### config.mk
export PLATFORM = sky130hd
export DESIGN_NAME = pipe_stage_reg
export DESIGN_NICKNAME = d
export VERILOG_FILES = /design/src/rtl/pipe_types_pkg.sv /design/src/rtl/pipe_skid_entry.sv /design/src/rtl/pipe_stage_reg.sv
export SDC_FILE = /design/constraint.sdc
export NUM_CORES = 1
export LEC_CHECK = 0
export ABC_AREA = 1
export CAP_MARGIN = 15
export CORE_MARGIN = 3
export CORE_UTILIZATION = 55
export DETAILED_ROUTE_END_ITERATION = 8
export GPL_ROUTABILITY_DRIVEN = 0
export PLACE_DENSITY = 0.93
export RECOVER_POWER = 50
export SLEW_MARGIN = 20
export SYNTH_ARGS = -nofsm -noshare
export SYNTH_HDL_FRONTEND = slang
export SYNTH_SLANG_ARGS = --single-unit
### constraint.sdc
create_clock -name CLK -period 2.55 [get_ports CLK]
set_input_delay 0.51 -clock CLK [delete_from_list [all_inputs] [get_ports CLK]]
set_output_delay 0.51 -clock CLK [all_outputs]
set_load 0.005 [all_outputs]
### src/rtl/pipe_types_pkg.sv
// Shared pipeline types: stage payload structs, stage-register FSM state and counter type.
package pipe_types_pkg;

  typedef enum logic [1:0] {
    EMPTY = 2'd0,
    HALF  = 2'd1,
    FULL  = 2'd2
  } stage_state_t;

  localparam int STAGE_CNT_W = 16;
  typedef logic [STAGE_CNT_W-1:0] stage_cnt_t;

  typedef struct packed {
    logic [31:0] pc;
    logic [31:0] instr;
  } if_id_t;

  typedef struct packed {
    logic [31:0] pc;
    logic [31:0] rs1_val;
    logic [31:0] rs2_val;
    logic [31:0] imm;
    logic [4:0]  rd;
    logic [7:0]  ctrl;
  } id_ex_t;

  typedef struct packed {
    logic [31:0] alu_res;
    logic [31:0] store_val;
    logic [4:0]  rd;
    logic [7:0]  ctrl;
  } ex_mem_t;

  typedef struct packed {
    logic [31:0] wb_val;
    logic [4:0]  rd;
    logic        wb_en;
  } mem_wb_t;

  function automatic logic [1:0] occ_count(input logic main_v, input logic skid_v);
    return {1'b0, main_v} + {1'b0, skid_v};
  endfunction

endpackage

### src/rtl/pipe_skid_entry.sv
// Single holding entry: payload register with load strobe plus a separately written valid bit.
module pipe_skid_entry #(
  parameter int WIDTH = 256
) (
  input  logic             CLK,
  input  logic             nRST,
  input  logic             valid_we,
  input  logic             valid_d,
  input  logic             load,
  input  logic [WIDTH-1:0] d,
  output logic             valid,
  output logic [WIDTH-1:0] q
);

  always_ff @(posedge CLK or negedge nRST) begin
    if (!nRST) begin
      valid <= 1'b0;
      q     <= '0;
    end else begin
      if (valid_we) valid <= valid_d;
      if (load)     q     <= d;
    end
  end

endmodule

### src/rtl/pipe_stage_reg.sv
// Generic valid/ready pipeline-stage register with optional skid entry, flush/stall/enable,
// occupancy status and a saturating bubble counter.
module pipe_stage_reg
  import pipe_types_pkg::*;
#(
  parameter int WIDTH = 256,
  parameter int SKID  = 1,
  parameter int CNT_W = 16
) (
  input  logic             CLK,
  input  logic             nRST,
  input  logic             en,
  input  logic             flush,
  input  logic             stall,
  input  logic             in_valid,
  input  logic [WIDTH-1:0] in_data,
  output logic             in_ready,
  output logic             out_valid,
  output logic [WIDTH-1:0] out_data,
  input  logic             out_ready,
  output logic [1:0]       occupancy,
  output logic [CNT_W-1:0] bubble_cnt
);

  localparam logic [1:0] OCC_MAX = (SKID != 0) ? 2'd2 : 2'd1;

  stage_state_t     state_reg, state_next;
  logic             main_valid, skid_valid;
  logic [WIDTH-1:0] main_q, skid_q, main_d;
  logic             main_load, main_from_skid, skid_load;
  logic             acc, pop;
  logic [CNT_W-1:0] bubble_reg;

  assign out_valid  = main_valid & en & ~stall;
  assign out_data   = main_q;
  assign acc        = in_valid & in_ready;
  assign pop        = out_valid & out_ready;
  assign occupancy  = occ_count(main_valid, skid_valid);
  assign bubble_cnt = bubble_reg;

  // nRST gating keeps in_ready low while reset is asserted, independent of the clock.
  generate
    if (SKID != 0) begin : g_ready_skid
      assign in_ready = nRST & en & ~skid_valid & ~flush;
    end else begin : g_ready_pass
      assign in_ready = nRST & en & ~flush & (~main_valid | (out_ready & ~stall));
    end
  endgenerate

  always_comb begin
    state_next     = state_reg;
    main_load      = 1'b0;
    main_from_skid = 1'b0;
    skid_load      = 1'b0;
    if (en) begin
      if (flush) begin
        state_next = EMPTY;
      end else begin
        case (state_reg)
          EMPTY: if (acc) begin
            state_next = HALF;
            main_load  = 1'b1;
          end
          HALF: begin
            if (acc && pop) begin
              main_load = 1'b1;
            end else if (acc && SKID != 0) begin
              state_next = FULL;
              skid_load  = 1'b1;
            end else if (pop) begin
              state_next = EMPTY;
            end
          end
          FULL: if (pop) begin
            state_next     = HALF;
            main_load      = 1'b1;
            main_from_skid = 1'b1;
          end
          default: state_next = EMPTY;
        endcase
      end
    end
  end

  assign main_d = main_from_skid ? skid_q : in_data;

  pipe_skid_entry #(.WIDTH(WIDTH)) u_main (
    .CLK      (CLK),
    .nRST     (nRST),
    .valid_we (en),
    .valid_d  (state_next != EMPTY),
    .load     (main_load),
    .d        (main_d),
    .valid    (main_valid),
    .q        (main_q)
  );

  generate
    if (SKID != 0) begin : g_skid
      pipe_skid_entry #(.WIDTH(WIDTH)) u_skid (
        .CLK      (CLK),
        .nRST     (nRST),
        .valid_we (en),
        .valid_d  (state_next == FULL),
        .load     (skid_load),
        .d        (in_data),
        .valid    (skid_valid),
        .q        (skid_q)
      );
    end else begin : g_no_skid
      logic unused_skid_load;
      assign unused_skid_load = skid_load;
      assign skid_valid       = 1'b0;
      assign skid_q           = '0;
    end
  endgenerate

  always_ff @(posedge CLK or negedge nRST) begin
    if (!nRST) begin
      state_reg  <= EMPTY;
      bubble_reg <= '0;
    end else if (en) begin
      state_reg <= state_next;
      if (!flush && !out_valid && bubble_reg != {CNT_W{1'b1}})
        bubble_reg <= bubble_reg + CNT_W'(1);
    end
  end

  always @(posedge CLK) begin
    if (nRST) begin
      assert (!skid_valid || main_valid);
      assert (occupancy <= OCC_MAX);
    end
  end

endmodule
==> qor.yml <==
status: "finished with violations"
violations: "max-capacitance violations, max-slew violations"
r2r-start: "u_main.valid$_DFFE_PN0P_"
ys_async_sr_fraction: 1.00
post_cts_buffers: 0
antenna_found_initial: 19
ys_seq_area_frac: 0.546
crit_fanout: 26
track_usage: 0.359
initial_core_util: 0.562
grt_overflow: 0
p_int_uw: 16900
cts_buffer_depth: 3
min_path_type: "primary input to async pin"
crit_type: "primary input to flop"
grt_max_degree: 186
cts_root_buf: "clkbuf_16"
drt_iter0_markers: 2967
first_pass_iters: 6
maxCapViolCount: 1
crit_path_end_kind: "flop"
avgSynthCellArea_um2: 7.61
drive_gt1_frac: 0.0597
port_buffers: 538
slew_violations: 117
place_area_um2: 31300
cp-startpoint: "nRST"
clock_power_share: 0.343
area_delta_synth_final_pct: 35.2
grt_pass1_wl_um: 135000
core.rowCount: 76
timing.final.ws_setup_ps: 108
ant_nets: 0
cts_tree: "done"
routed-wl-met3_um: 9390
topRoutingLayerUsed: "met5"
path_clk_slew_ps: 60
core_region_area_um2: 43500
crit_required_ps: 3080
clock_latency_ps: 610
cts.sinks: 532
htreeDepth: 2
cp.arrival_ps: 2970
ir_drop_uv: 752
die_x_um: 217
m1WireLength_um: 29600
ys_types: 19
cts-buffers-inserted: 55
worstSetupStartpointType: "primary input"
leakagePower_uw: 0.0178
fp.dieArea_um2: 46900
syn-cell-area_um2: 24400
fin_crit_sh: 0.958
drc_errors: 0
switching_share: 0.279
power_switching_uw: 6550
place_hpwl_um: 55200
combPwrFrac: 0.192
power_density_nw_per_um2: 712
fin_area_um2: 33000
setup-violations-final: 0
fill_cells: 2546
layout.nets: 4008
die_h_um: 217
worstMarginPinSlew_ps: 1600
dp_worst_setup_slack_ps: -38.4
yosys_warnings: 0
rsz0062_at_grt: "no"
fmax_mhz: 410
synth_ff_type: "dfrtp_1"
vias: 24800
grt_pass1_vias: 24800
synth_edf_count: 0
ys_ff_latch: 532
finalClockSkew_ps: 25.7
synth_nets: 3470
hold_viol_final: 0
routed_wl_um: 85800
wl_met2_um: 40100
synthCells: 3205
fin_crit_ps: 2440
power_frac_seq: 0.464
slew_headroom: -0.0686
avgRoutedWirePerCell_um: 19.5
ios: 539
drt-vias-per-instance: 5.66
[power by group through the flow]
stage | sequential, uW | clock, uW | combinational, uW
floorplan | 10800 | 0 | 1410
global placement | 10900 | 0 | 4280
detailed placement | 10900 | 0 | 4500
CTS | 10900 | 8100 | 4630
global route | 11000 | 8450 | 4940
finish | 10900 | 8070 | 4520
[final timing paths]
check                                             endpoint  slack [ps]  depth (start not counted)
min                        g_skid.u_skid.q[74]$_DFFE_PN0P_         370                          2
max in group asynchronous  g_skid.u_skid.q[99]$_DFFE_PN0P_         250                          4
max                              u_main.q[153]$_DFFE_PN0P_         110                         10
max reg2reg                      u_main.q[153]$_DFFE_PN0P_         240                          8
min in group CLK                 u_main.q[157]$_DFFE_PN0P_         470                          2
min reg2reg                      u_main.q[157]$_DFFE_PN0P_         470                          2
[routing by layer]
layer,global-route usage,up-vias
met3,0.0932,484
met4,0.240,2
met1,0.434,11700
li1,-,10900
met5,0,-
met2,0.572,1793
[per-stage QoR]
step / cells / power, uW / TNS (ps) / hold WS [ps] / util
2_1_floorplan: 3205 / 12200 / 0 / 214 / -
3_3_place_gp: 4270 / 15200 / -39.1 / 380 / 0.721
3_5_place_dp: 4270 / 15400 / -317 / 378 / 0.721
4_1_cts: 4370 / 23600 / 0 / 345 / 0.762
5_1_grt: 4387 / 24400 / 0 / 356 / 0.759
6_report: 4389 / 23500 / 0 / 368 / 0.759
[synthesized netlist by cell type, types with 2 or more instances]
library cell	n	area share
nand3_1	269	0.055
o21ai_0	264	0.054
buf_6	26	0.012
clkbuf_1	91	0.014
inv_1	278	0.043
dfrtp_1	532	0.55
nand4_1	7	0.0018
nand2_1	1620	0.25
xnor2_1	6	0.0022
buf_2	81	0.017
nor2_1	22	0.0034
ha_1	2	0.0010
[layout make-up]
cell class | instances | area (um^2) | share of cell area
timing repair buffer | 680 | 7050 | 0.214
clock buffer | 82 | 1620 | 0.0491
clock inverter | 17 | 160 | 0.00485
sequential | 532 | 13300 | 0.403
antenna | 19 | 47.5 | 0.00144
inverter | 278 | 1040 | 0.0316
tap | 585 | 732 | 0.0222
multi-input combinational | 2196 | 9030 | 0.274
[logic make-up after synthesis]
group / after synthesis / synth area share
and+or+nand+nor: 1921 / 0.311
AOI/OAI and AO/OA: 266 / 0.0547
adders and majority gates: 2 / 0.00103
xor gates and xnor gates: 7 / 0.00251
DFF: 532 / 0.546
buffers and inverters: 477 / 0.0857
[critical path, stage by stage]
cell           delay [ps]
dlygate4sd3_1         580
buf_8                 250
nand2_1                80
nor2_1                130
nand3_1               130
a21oi_1               410
buf_12                210
clkbuf_2              410
nand2_1               140
nand2_1               110
[repair_timing]
item	4_1_cts	5_1_grt
setup endpoints to repair	1	0
hold buffers	1	0
hold endpoints to repair	17	0
gates resized for setup	2	0
[cell usage in the layout, fill, tap and decap left out, types with 6 or more instances in the layout]
| cell type | n |
|---|---|
| nand4_1 | 7 |
| clkbuf_16 | 56 |
| buf_12 | 52 |
| dfrtp_1 | 532 |
| clkbuf_1 | 22 |
| diode_2 | 19 |
| nor2_1 | 21 |
| nand2_1 | 1619 |
| clkbuf_2 | 10 |
| inv_1 | 277 |
| xnor2_1 | 6 |
| clkdlybuf4s50_1 | 453 |
| o21ai_0 | 264 |
| buf_4 | 70 |
| nand3_1 | 269 |
| clkinv_2 | 10 |
| clkbuf_8 | 12 |
| dlygate4sd3_1 | 83 |
Note: power is estimated with default switching activity, not from simulation.
